`src/rtl/jogo_pkg.sv`:
```
// ---------------------------------------------------------------------------
// jogo_pkg
// Shared definitions for the memory-game control unit and its bench.
//   ESTADO_W         : width of the state register / db_estado
//   INICIAL..FIM_TIMEOUT : state codes (also used to decode db_estado)
//   estado_t         : enumerated state type (includes the two reserved codes)
//   saidas_t         : bundle of every control/result output of the FSM
//   decodifica_saidas: Moore output decode for a given state code
// ---------------------------------------------------------------------------
package jogo_pkg;

    localparam int ESTADO_W = 4;

    localparam logic [ESTADO_W-1:0] INICIAL           = 4'd0;
    localparam logic [ESTADO_W-1:0] PREPARACAO        = 4'd1;
    localparam logic [ESTADO_W-1:0] MOSTRA_ON         = 4'd2;
    localparam logic [ESTADO_W-1:0] MOSTRA_OFF        = 4'd3;
    localparam logic [ESTADO_W-1:0] PROXIMO_LED       = 4'd4;
    localparam logic [ESTADO_W-1:0] INICIA_JOGADA     = 4'd5;
    localparam logic [ESTADO_W-1:0] ESPERA            = 4'd6;
    localparam logic [ESTADO_W-1:0] REGISTRA          = 4'd7;
    localparam logic [ESTADO_W-1:0] COMPARACAO        = 4'd8;
    localparam logic [ESTADO_W-1:0] PROXIMA_JOGADA    = 4'd9;
    localparam logic [ESTADO_W-1:0] PROXIMA_SEQUENCIA = 4'd10;
    localparam logic [ESTADO_W-1:0] FIM_ACERTOU       = 4'd11;
    localparam logic [ESTADO_W-1:0] FIM_ERROU         = 4'd12;
    localparam logic [ESTADO_W-1:0] FIM_TIMEOUT       = 4'd13;

    // Codes 14 and 15 are named so that the enum spans the whole register
    // and a corrupted state can be recovered explicitly.
    typedef enum logic [ESTADO_W-1:0] {
        S_INICIAL           = INICIAL,
        S_PREPARACAO        = PREPARACAO,
        S_MOSTRA_ON         = MOSTRA_ON,
        S_MOSTRA_OFF        = MOSTRA_OFF,
        S_PROXIMO_LED       = PROXIMO_LED,
        S_INICIA_JOGADA     = INICIA_JOGADA,
        S_ESPERA            = ESPERA,
        S_REGISTRA          = REGISTRA,
        S_COMPARACAO        = COMPARACAO,
        S_PROXIMA_JOGADA    = PROXIMA_JOGADA,
        S_PROXIMA_SEQUENCIA = PROXIMA_SEQUENCIA,
        S_FIM_ACERTOU       = FIM_ACERTOU,
        S_FIM_ERROU         = FIM_ERROU,
        S_FIM_TIMEOUT       = FIM_TIMEOUT,
        S_RESERVADO_14      = 4'd14,
        S_RESERVADO_15      = 4'd15
    } estado_t;

    typedef struct packed {
        logic zeraE;
        logic contaE;
        logic zeraS;
        logic contaS;
        logic zeraR;
        logic registraR;
        logic estado_espera;
        logic estado_ledsOn;
        logic estado_ledsOff;
        logic acertou;
        logic errou;
        logic deu_timeout;
        logic pronto;
    } saidas_t;

    // Moore decode: every output starts inactive and only the signals that
    // belong to the given state are raised.
    function automatic saidas_t decodifica_saidas(input estado_t estado);
        saidas_t s;
        s = '0;
        case (estado)
            S_PREPARACAO: begin
                s.zeraE = 1'b1;
                s.zeraS = 1'b1;
                s.zeraR = 1'b1;
            end
            S_MOSTRA_ON:         s.estado_ledsOn  = 1'b1;
            S_MOSTRA_OFF:        s.estado_ledsOff = 1'b1;
            S_PROXIMO_LED:       s.contaE         = 1'b1;
            S_INICIA_JOGADA: begin
                s.zeraE = 1'b1;
                s.zeraR = 1'b1;
            end
            S_ESPERA:            s.estado_espera  = 1'b1;
            S_REGISTRA:          s.registraR      = 1'b1;
            S_PROXIMA_JOGADA:    s.contaE         = 1'b1;
            S_PROXIMA_SEQUENCIA: begin
                s.contaS = 1'b1;
                s.zeraE  = 1'b1;
            end
            S_FIM_ACERTOU: begin
                s.acertou = 1'b1;
                s.pronto  = 1'b1;
            end
            S_FIM_ERROU: begin
                s.errou  = 1'b1;
                s.pronto = 1'b1;
            end
            S_FIM_TIMEOUT: begin
`ifdef TIMEOUT_EN
                s.deu_timeout = 1'b1;
`else
                s.deu_timeout = 1'b0;
`endif
                s.pronto = 1'b1;
            end
            default:             s = '0;
        endcase
        return s;
    endfunction

endpackage

```
`src/rtl/unidade_controle_sequencia.sv`:
```
// ---------------------------------------------------------------------------
// unidade_controle_sequencia
// Moore FSM sequencing the memory-game datapath (fluxo_dados): shows the
// stored sequence on the LEDs, collects and compares player moves, and
// declares win / lose / timeout.
//
// Configuration macro: TIMEOUT_EN
//   defined   : espera -> fim_timeout on the timeout flag
//   undefined : timeout is ignored, fim_timeout unreachable, deu_timeout = 0
//
// Ports
//   clock                    in  rising-edge clock
//   reset                    in  asynchronous active-low reset (-> inicial)
//   iniciar                  in  start / restart request (level)
//   jogadaIgualMemoria       in  registered move equals ROM word
//   enderecoIgualSequencia   in  address counter equals sequence counter
//   tem_jogada               in  one-cycle pulse, new move present
//   fimS                     in  sequence counter at its last value
//   fimLedsOn / fimLedsOff   in  LED on/off timers expired
//   timeout                  in  move-wait timer expired
//   zeraE contaE zeraS contaS zeraR registraR       out datapath controls
//   estado_espera estado_ledsOn estado_ledsOff      out phase indicators
//   acertou errou deu_timeout pronto                out result flags
//   db_estado                out current state code (ESTADO_W bits)
// ---------------------------------------------------------------------------
module unidade_controle_sequencia
    import jogo_pkg::*;
(
    input  logic                clock,
    input  logic                reset,
    input  logic                iniciar,
    input  logic                jogadaIgualMemoria,
    input  logic                enderecoIgualSequencia,
    input  logic                tem_jogada,
    input  logic                fimS,
    input  logic                fimLedsOn,
    input  logic                fimLedsOff,
    input  logic                timeout,
    output logic                zeraE,
    output logic                contaE,
    output logic                zeraS,
    output logic                contaS,
    output logic                zeraR,
    output logic                registraR,
    output logic                estado_espera,
    output logic                estado_ledsOn,
    output logic                estado_ledsOff,
    output logic                acertou,
    output logic                errou,
    output logic                deu_timeout,
    output logic                pronto,
    output logic [ESTADO_W-1:0] db_estado
);

    estado_t estado_q;
    estado_t estado_d;
    saidas_t saidas_s;
    logic    timeout_s;

`ifdef TIMEOUT_EN
    assign timeout_s = timeout;
`else
    // Timeout feature disabled: the flag never influences the FSM.
    assign timeout_s = 1'b0;
    logic  timeout_nao_usado_s;
    assign timeout_nao_usado_s = timeout;
`endif

    // State register with asynchronous return to inicial.
    always_ff @(posedge clock or negedge reset) begin
        if (!reset) begin
            estado_q <= S_INICIAL;
        end else begin
            estado_q <= estado_d;
        end
    end

    // Next-state logic.
    always_comb begin
        estado_d = estado_q;
        case (estado_q)
            S_INICIAL: begin
                if (iniciar) estado_d = S_PREPARACAO;
                else         estado_d = S_INICIAL;
            end
            S_PREPARACAO:    estado_d = S_MOSTRA_ON;
            S_MOSTRA_ON: begin
                if (fimLedsOn) estado_d = S_MOSTRA_OFF;
                else           estado_d = S_MOSTRA_ON;
            end
            S_MOSTRA_OFF: begin
                // Last shown address reached: hand over to the player.
                if (fimLedsOff) begin
                    if (enderecoIgualSequencia) estado_d = S_INICIA_JOGADA;
                    else                        estado_d = S_PROXIMO_LED;
                end else begin
                    estado_d = S_MOSTRA_OFF;
                end
            end
            S_PROXIMO_LED:   estado_d = S_MOSTRA_ON;
            S_INICIA_JOGADA: estado_d = S_ESPERA;
            S_ESPERA: begin
                // A move arriving together with the timeout still counts.
                if (tem_jogada)     estado_d = S_REGISTRA;
                else if (timeout_s) estado_d = S_FIM_TIMEOUT;
                else                estado_d = S_ESPERA;
            end
            // One extra cycle so the registered move is stable before compare.
            S_REGISTRA:      estado_d = S_COMPARACAO;
            S_COMPARACAO: begin
                if (!jogadaIgualMemoria)                estado_d = S_FIM_ERROU;
                else if (enderecoIgualSequencia && fimS) estado_d = S_FIM_ACERTOU;
                else if (enderecoIgualSequencia)        estado_d = S_PROXIMA_SEQUENCIA;
                else                                    estado_d = S_PROXIMA_JOGADA;
            end
            S_PROXIMA_JOGADA:    estado_d = S_ESPERA;
            // Replay the lengthened sequence from address 0.
            S_PROXIMA_SEQUENCIA: estado_d = S_MOSTRA_ON;
            S_FIM_ACERTOU, S_FIM_ERROU, S_FIM_TIMEOUT: begin
                if (iniciar) estado_d = S_PREPARACAO;
                else         estado_d = estado_q;
            end
            default:         estado_d = S_INICIAL;
        endcase
    end

    // Moore output decode of the current state.
    always_comb begin
        saidas_s = decodifica_saidas(estado_q);
    end

    assign zeraE          = saidas_s.zeraE;
    assign contaE         = saidas_s.contaE;
    assign zeraS          = saidas_s.zeraS;
    assign contaS         = saidas_s.contaS;
    assign zeraR          = saidas_s.zeraR;
    assign registraR      = saidas_s.registraR;
    assign estado_espera  = saidas_s.estado_espera;
    assign estado_ledsOn  = saidas_s.estado_ledsOn;
    assign estado_ledsOff = saidas_s.estado_ledsOff;
    assign acertou        = saidas_s.acertou;
    assign errou          = saidas_s.errou;
    assign deu_timeout    = saidas_s.deu_timeout;
    assign pronto         = saidas_s.pronto;
    assign db_estado      = estado_q;

endmodule

```
`config.mk`:
```
export PLATFORM = sky130hd
export DESIGN_NAME = unidade_controle_sequencia
export DESIGN_NICKNAME = d
export VERILOG_FILES = /design/src/rtl/jogo_pkg.sv /design/src/rtl/unidade_controle_sequencia.sv
export SDC_FILE = /design/constraint.sdc
export NUM_CORES = 1
export LEC_CHECK = 0
export ABC_AREA = 0
export BUFFER_PORTS_ARGS = -buffer_cell sky130_fd_sc_hd__buf_2
export CAP_MARGIN = 20
export CELL_PAD_IN_SITES_DETAIL_PLACEMENT = 1
export CELL_PAD_IN_SITES_GLOBAL_PLACEMENT = 1
export CORE_UTILIZATION = 32
export CTS_BUF_LIST = sky130_fd_sc_hd__clkbuf_4 sky130_fd_sc_hd__clkbuf_8
export CTS_CLUSTER_DIAMETER = 60
export DETAILED_ROUTE_END_ITERATION = 6
export GPL_ROUTABILITY_DRIVEN = 0
export PLACE_DENSITY_LB_ADDON = 0.1
export RECOVER_POWER = 25
export SETUP_SLACK_MARGIN = 0.2
export SYNTH_ARGS = -nofsm -noshare
export SYNTH_HDL_FRONTEND = slang
export SYNTH_SLANG_ARGS = --single-unit
```
`constraint.sdc`:
```
create_clock -name clock -period 2.66 [get_ports clock]
set_input_delay 0.133 -clock clock [delete_from_list [all_inputs] [get_ports clock]]
set_output_delay 0.133 -clock clock [all_outputs]
set_load 0.05 [all_outputs]
```
==> impl_metrics.env, run 1 <==
export IMPL_start_kind="register"
export IMPL_synth_seq_cells=4
export IMPL_arrival_ps=1780
export IMPL_period_share=0.720
export IMPL_cts_tree="built"
export IMPL_fp_dieArea_um2=1590
export IMPL_overflow=0
export IMPL_portBuffers=24
export IMPL_power_density_nw_per_um2=1450
export IMPL_timing_fmax_ghz=0.522
export IMPL_cts_root_buf="clkbuf_4"
export IMPL_clkTransAtPathRegs_ps=40
export IMPL_syn_nets=71
export IMPL_drive_gt1_frac=0.373
export IMPL_status="finished clean"
export IMPL_finalSetupTns_ps=0
export IMPL_worst_pin_slew_ps=594
export IMPL_final_hold_violation_count=0
export IMPL_synth_top_family_by_area="simple AND/OR/NAND/NOR gates"
export IMPL_num_vias=534
export IMPL_grt_pass1_wl_mm=2.02
export IMPL_crit_start="db_estado[2]"
export IMPL_die_w_um=39.9
export IMPL_syn_area_um2=460
export IMPL_ant_nets=0
export IMPL_insertion_delay_ps=240
export IMPL_vias_per_cell=5.45
export IMPL_maxSlewViolCount=0
export IMPL_cts_buffers=3
export IMPL_place_hpwl_um=954
export IMPL_yosys_warnings=0
export IMPL_grt_max_degree=20
export IMPL_setup_viol=0
export IMPL_drt_iter0_drc=6
export IMPL_hold_start="fimLedsOn"
export IMPL_h_tree_depth=1
export IMPL_path_max_fanout=19
export IMPL_cts_resized=0
export IMPL_num_nets_final=95
export IMPL_hp_class="input port to register"
export IMPL_first_global_vias=430
export IMPL_muxShareOfSynthArea=0.0245
export IMPL_largest_reg_flops=4
export IMPL_synth_compound_area_frac=0.285
export IMPL_diodes=0
export IMPL_grt_use_total=0.193
export IMPL_dr_pass1_iters=4
export IMPL_cts_sinks=4
export IMPL_wl_per_cell_um=13.3
export IMPL_start_util=0.349
export IMPL_synth_main_ff_cell="dfrtp_1"
export IMPL_coreArea_um2=1320
export IMPL_crit_type="register to output port"
export IMPL_synth_edf_count=0
export IMPL_totalPowerFinal_w=0.000852
export IMPL_placed_area_um2=558
export IMPL_synth_avg_cell_area_um2=7.55
export IMPL_timing_rr_start="db_estado[2]"
export IMPL_drc=0
export IMPL_syn2layout_area_growth_pct=27.4
export IMPL_synth_async_reset_ratio=1.00
export IMPL_stdcell_area_um2=587
export IMPL_post_route_min_period_ps=1920
export IMPL_post_cts_buffers=0
export IMPL_maxCapViolCount=0
export IMPL_die_h_um=39.9
export IMPL_cts_max_path_buffers=2
export IMPL_fin_skew_ps=5.59
export IMPL_rsz0062_at_grt="no"
export IMPL_ioPinCount=27
export IMPL_synth_seq_area_share=0.217
export IMPL_peakVddDrop_mv=0.580
export IMPL_syn_inst=61
export IMPL_max_slew_margin=0.604
export IMPL_synth_distinct_cells=30
export IMPL_synthAdderAreaFrac=0
export IMPL_synthXorXnorAreaFrac=0
export IMPL_worstPathRequired_ps=2530
export IMPL_postRouteWirelength_mm=1.30
export IMPL_postLayoutCoreUtil=0.445
export IMPL_yosys_area_share_simple=0.367
export IMPL_p_leak_nw=0.266
export IMPL_rows=13
export IMPL_grt_antenna_before_repair=0
export IMPL_worstSetupEndpointType="output port"
export IMPL_hold_worst_slack_ps=150
cells by family (layout without fill, tap and decap cells):
logic type,Yosys count,count (layout)
AND/OR/NAND/NOR,30,30
AO/OA/AOI/OAI,18,18
buffers and inverters,7,29
flip-flops,4,4
other,1,1
multiplexers,1,1
timing repair:
item	in CTS	in global routing
endpoints found under the setup margin	0	0
hold endpoints to repair	4	0
hold buffers	1	0
stage by stage:
stage	worst slack, ps	cells
5_1_grt	633	98
3_5_place_dp	970	94
6_report	744	98
3_3_place_gp	967	94
4_1_cts	725	98
2_1_floorplan	464	61
critical path: stages (launching register included):
cell     delay (ps)
dfrtp_1         710
inv_2           120
or3_1           320
a21oi_1         120
buf_2           280
layout make-up:
cell class | count | area (um2)
repair buffers | 25 | 126
clock buffers | 3 | 22.5
well taps | 15 | 18.8
inverters | 1 | 3.75
flip-flops and latches | 4 | 100
fillers | 194 | 731
multi-input cells | 50 | 315
cells in the final DEF (no fill, tap or decap), types with 2 or more instances in the layout:
master    synthesis  layout
buf_2             3      21
nor2_1            8       8
nand2b_1          6       6
nand2_1           4       4
dfrtp_1           4       4
nor3_1            3       3
o22ai_1           3       3
o311ai_1          3       3
clkbuf_4          0       3
clkbuf_1          0       3
nor3_2            2       2
o21ai_1           2       2
and2_1            2       2
a21oi_1           2       2
final timing paths:
path                                endpoint  slack [ps]  cells after the start
worst max register to register  db_estado[0]        1060                      4
max in group asynchronous       db_estado[3]        2200                      2
worst min register to register  db_estado[0]         840                      1
worst min-delay path            db_estado[0]         150                      3
min in group asynchronous       db_estado[1]         270                      2
worst max-delay path                  contaE         740                      4
power by group:
part           switching [W]  internal [W]  total (W)  leakage, nW
clock network      0.0000257     0.0000505  0.0000762       0.0138
registers           0.000103     0.0000845   0.000187       0.0497
logic               0.000416      0.000172   0.000588        0.203
synthesized netlist by cell type, types with 2 or more instances:
library cell  count  area share
nor3_1            3       0.033
and2_1            2       0.027
nand2b_1          6       0.082
o311ai_1          3       0.057
nand2_1           4       0.033
a21oi_1           2       0.022
nor2_1            8       0.065
dfrtp_1           4        0.22
nor3_2            2       0.043
buf_4             2       0.033
o22ai_1           3       0.041
o21ai_1           2       0.022
buf_2             3       0.033
metal layers:
metal  share of wire  track usage  vias up
met2            0.49        0.302       16
met5               0            0        -
met4               0       0.0517        0
met3           0.044       0.0500        0
met1            0.47        0.258      251
li1                -            -      267
Note: power is estimated with default switching activity, not from simulation.
==> run 2, diff against run 1 <==
- CORE_UTILIZATION: 32 -> 26
- clock period: 2.66 -> 1.6 ns (I/O delays scaled with it)
==> impl_metrics.env, run 2 (same netlist as run 1, synthesis figures left out) <==
export IMPL_num_vias=620
export IMPL_hp_class="input port to register"
export IMPL_num_nets_final=111
export IMPL_totalPowerFinal_w=0.00201
export IMPL_p_leak_nw=0.366
export IMPL_fin_skew_ps=1.31
export IMPL_power_density_nw_per_um2=2280
export IMPL_path_cells="or2b_4, nor3_4, buf_6"
export IMPL_coreArea_um2=1580
export IMPL_drt_iter0_drc=13
export IMPL_peakVddDrop_mv=0.983
export IMPL_cp_num_buf_inv=1
export IMPL_hold_worst_slack_ps=86.7
export IMPL_syn2layout_area_growth_pct=91.8
export IMPL_ioPinCount=27
export IMPL_multi_input_area_um2=408
export IMPL_reg2reg_slack_ps=200
export IMPL_die_h_um=44.1
export IMPL_start_util=0.292
export IMPL_crit_path_top_delay_cell="dfrtp_2"
export IMPL_grt_antenna_before_repair=0
export IMPL_grt_pass1_wl_mm=2.67
export IMPL_critPathTopFamily="simple AND/OR/NAND/NOR gates"
export IMPL_h_tree_depth=1
export IMPL_maxCapViolCount=0
export IMPL_postLayoutCoreUtil=0.560
export IMPL_timing_fmax_ghz=0.663
export IMPL_drc=0
export IMPL_cts_tree="built"
export IMPL_start_kind="register"
export IMPL_fp_dieArea_um2=1940
export IMPL_insertion_delay_ps=240
export IMPL_seq_area_um2=105
export IMPL_final_hold_violation_count=0
export IMPL_cts_max_path_buffers=2
export IMPL_wl_per_cell_um=15.1
export IMPL_first_global_vias=571
export IMPL_ant_nets=0
export IMPL_dr_pass1_iters=4
export IMPL_slowest_delay_ps=440
export IMPL_worstPathRequired_ps=1520
export IMPL_drive_gt1_frac=0.657
export IMPL_clkTransAtPathRegs_ps=40
export IMPL_cts_sinks=4
export IMPL_fillCellCount=189
export IMPL_arrival_ps=1430
export IMPL_setup_viol=0
export IMPL_worst_pin_slew_ps=592
export IMPL_grt_use_total=0.195
export IMPL_status="finished clean"
export IMPL_path_max_fanout=7
export IMPL_post_route_min_period_ps=1510
export IMPL_rows=14
export IMPL_grt_max_degree=12
export IMPL_final_cell_mix="buf_4 (16), buf_6 (10), buf_2 (9)"
export IMPL_largest_reg_flops=4
export IMPL_rsz0062_at_grt="yes"
export IMPL_maxSlewViolCount=0
export IMPL_period_share=0.942
export IMPL_portBuffers=24
export IMPL_diodes=0
export IMPL_vias_per_cell=5.39
export IMPL_place_hpwl_mm=1.10
export IMPL_overflow=0
export IMPL_cts_buffers=3
export IMPL_final_common_cell="buf_4"
export IMPL_die_w_um=44.1
export IMPL_postRouteWirelength_mm=1.74
export IMPL_worstSetupEndpointType="output port"
export IMPL_max_slew_margin=0.607
export IMPL_crit_type="register to output port"
export IMPL_cts_root_buf="clkbuf_4"
[run 2: cell types whose count changed in the layout (fill, tap and decap cells not counted), sizes merged]
| cell | change |
|---|---|
| buf | +15 |
| clkbuf | +1 |
[run 2: area by class of cell]
class | count | share of cell area
clock buffer | 3 | 0.0255
inverter | 1 | 0.00708
tap | 16 | 0.0227
sequential | 4 | 0.119
timing repair buffer | 41 | 0.364
multi-input combinational | 50 | 0.462
[run 2: metrics by stage]
step	area, um2	cells	TNS [ps]	setup WS [ps]
after CTS	830	112	0	118
after detailed placement	682	101	0	182
after floorplan	548	61	-113	-80.1
after global routing	883	115	0	58.9
after global placement	682	101	0	188
final	883	115	0	92.2
[run 2: worst min-delay path, delay by kind of cell]
family / cells / cell delay [ps]
buf+inv: 1 / 90
compound gates: 2 / 120
[run 2: routing by layer]
layer | GRT usage | vias up | wire (um)
met4 | 0.109 | 0 | 24
met2 | 0.306 | 20 | 898
met1 | 0.253 | 297 | 752
met5 | 0 | - | 0
li1 | - | 300 | -
met3 | 0.0367 | 3 | 62
[run 2: path summary, 6_finish.rpt]
kind                                   start            end  cells past startpoint
worst min-delay path               fimLedsOn   db_estado[0]                      3
min in group asynchronous              reset   db_estado[3]                      2
max in group asynchronous              reset   db_estado[1]                      2
worst max register to register  db_estado[1]   db_estado[0]                      5
worst max-delay path            db_estado[0]  estado_ledsOn                      3
worst min register to register  db_estado[0]   db_estado[0]                      2
[run 2: where the power goes]
part | switching (W) | internal [W]
Combinational | 0.000997 | 0.000663
Clock | 0.0000476 | 0.0000843
Sequential | 0.0000707 | 0.000151
[run 2: timing repair]
| action | 4_1_cts | 5_1_grt |
|---|---|---|
| pin swaps | 2 | 3 |
| setup endpoints to repair | 12 | 12 |
| buffers inserted | 7 | 3 |
| resized for setup | 20 | 9 |
| hold buffers | 1 | 0 |
| endpoints found under the hold margin | 4 | 0 |
| cloned | 0 | 0 |
==> run 3, diff against run 2 <==
- PLACE_DENSITY: default -> 0.85
- PLACE_DENSITY_LB_ADDON: 0.1 -> default
==> impl_metrics.env, run 3 (same netlist as run 1, synthesis figures left out) <==
export IMPL_seq_area_um2=105
export IMPL_totalPowerFinal_w=0.00214
export IMPL_power_density_nw_per_um2=2300
export IMPL_final_common_cell="buf_4"
export IMPL_grt_max_degree=17
export IMPL_dr_pass1_iters=6
export IMPL_dpl_cell_count=100
export IMPL_maxSlewViolCount=0
export IMPL_internal_power_w=0.000945
export IMPL_fillCellCount=179
export IMPL_holdPathStages=3
export IMPL_cp_num_buf_inv=1
export IMPL_cts_sinks=4
export IMPL_multi_input_area_um2=432
export IMPL_insertion_delay_ps=230
export IMPL_h_tree_depth=1
export IMPL_clkTransAtPathRegs_ps=40
export IMPL_path_cells="or3_4, a21oi_4, buf_6"
export IMPL_first_global_vias=614
export IMPL_cts_root_buf="clkbuf_4"
export IMPL_die_w_um=44.1
export IMPL_drc=0
export IMPL_status="finished clean"
export IMPL_p_sw_w=0.00119
export IMPL_post_route_min_period_ps=1490
export IMPL_r2r_end="db_estado[1]"
export IMPL_dp_slack_ps=237
export IMPL_reg2reg_slack_ps=130
export IMPL_arrival_ps=1410
export IMPL_num_nets_final=110
export IMPL_period_share=0.930
export IMPL_peakVddDrop_mv=0.844
export IMPL_worstPathRequired_ps=1520
export IMPL_drive_gt1_frac=0.684
export IMPL_maxCapViolCount=0
export IMPL_fp_dieArea_um2=1940
export IMPL_clock_power_share=0.059
export IMPL_p_leak_nw=0.387
export IMPL_num_vias=634
export IMPL_coreArea_um2=1580
export IMPL_grt_antenna_before_repair=0
export IMPL_wl_per_cell_um=19.3
export IMPL_grt_use_total=0.212
export IMPL_ioPinCount=27
export IMPL_whs_endpoint="db_estado[0]"
export IMPL_die_h_um=44.1
export IMPL_postRouteWirelength_mm=2.20
export IMPL_max_slew_margin=0.568
export IMPL_timing_fmax_ghz=0.672
export IMPL_crit_path_top_delay_cell="dfrtp_2"
export IMPL_portBuffers=24
export IMPL_ant_nets=0
export IMPL_largest_reg_flops=4
export IMPL_grt_pass1_wl_mm=2.99
export IMPL_drt_iter0_drc=21
export IMPL_postLayoutCoreUtil=0.589
export IMPL_hold_worst_slack_ps=94.6
export IMPL_path_max_fanout=6
export IMPL_cts_max_path_buffers=2
export IMPL_slowest_delay_ps=480
export IMPL_final_cells=114
export IMPL_cts_buffers=3
export IMPL_sw_frac_of_total=0.558
export IMPL_critPathTopFamily="flip-flops"
export IMPL_fin_skew_ps=0.187
export IMPL_setup_viol=0
export IMPL_cts_tree="built"
export IMPL_syn2layout_area_growth_pct=102
export IMPL_hold_start="fimLedsOn"
export IMPL_diodes=0
export IMPL_place_hpwl_mm=1.23
export IMPL_final_cell_mix="buf_4 (13), buf_2 (9), buf_6 (9)"
export IMPL_crit_type="register to output port"
export IMPL_fin_ws_ps=112
export IMPL_start_util=0.292
export IMPL_final_hold_violation_count=0
export IMPL_timing_rr_start="db_estado[1]"
export IMPL_hp_class="input port to register"
export IMPL_vias_per_cell=5.56
export IMPL_seq_power_share=0.113
export IMPL_rr_worst_depth=4
export IMPL_rows=14
export IMPL_rsz0062_at_grt="yes"
export IMPL_worst_pin_slew_ps=650
export IMPL_start_kind="register"
export IMPL_p_comb_frac=0.827
export IMPL_worstSetupEndpointType="output port"
export IMPL_overflow=0
[run 3: worst min-delay path: stages]
cell      delay [ps]
buf_2             80
a221oi_2          60
o311ai_1          70
[run 3: how the worst max path moves through the flow]
| stage | startpoint | endpoint | slack (ps) | cells past startpoint |
|---|---|---|---|---|
| 2_1_floorplan | db_estado[1] | db_estado[0] | -80 | 4 |
| 3_3_place_gp | db_estado[3] | contaE | 260 | 3 |
| 3_5_place_dp | db_estado[3] | contaE | 240 | 3 |
| 4_1_cts | db_estado[1] | estado_ledsOn | 150 | 3 |
| 5_1_grt | db_estado[1] | estado_ledsOn | 70 | 3 |
| 6_report | db_estado[3] | contaE | 110 | 3 |
[run 3: cell type report]
cell class | count | area share
Sequential cell | 4 | 0.113
Multi-Input combinational cell | 50 | 0.465
Timing Repair Buffer | 40 | 0.369
Inverter | 1 | 0.00674
Tap cell | 16 | 0.0216
Clock buffer | 3 | 0.0243
[run 3: through the flow]
stage | area [um2] | TNS, ps
final | 928 | 0
after CTS | 830 | 0
after floorplan | 548 | -113
after global routing | 928 | 0
after detailed placement | 674 | 0
after global placement | 674 | 0
[run 3: power by group through the flow]
stage	sequential (W)	clock (W)	combinational (W)
after floorplan	0.000339	0	0.000941
after global placement	0.000251	0	0.00124
after detailed placement	0.000259	0	0.00127
after CTS	0.000221	0.000133	0.00156
after global routing	0.000249	0.000135	0.00184
final	0.000243	0.000126	0.00177
[run 3: repair_timing]
action	4_1_cts	5_1_grt
gates resized for setup	20	18
pin swaps	2	5
cloned	0	1
endpoints found under the setup margin	12	14
setup buffers	8	1
hold buffers	1	0
hold endpoints to repair	4	0
[run 3: per-layer routing]
layer,track usage,vias to the layer above,part of all wire
met5,0,-,0
li1,-,298,-
met2,0.344,25,0.48
met3,0.0245,6,0.044
met1,0.294,305,0.46
met4,0.0667,0,0.019
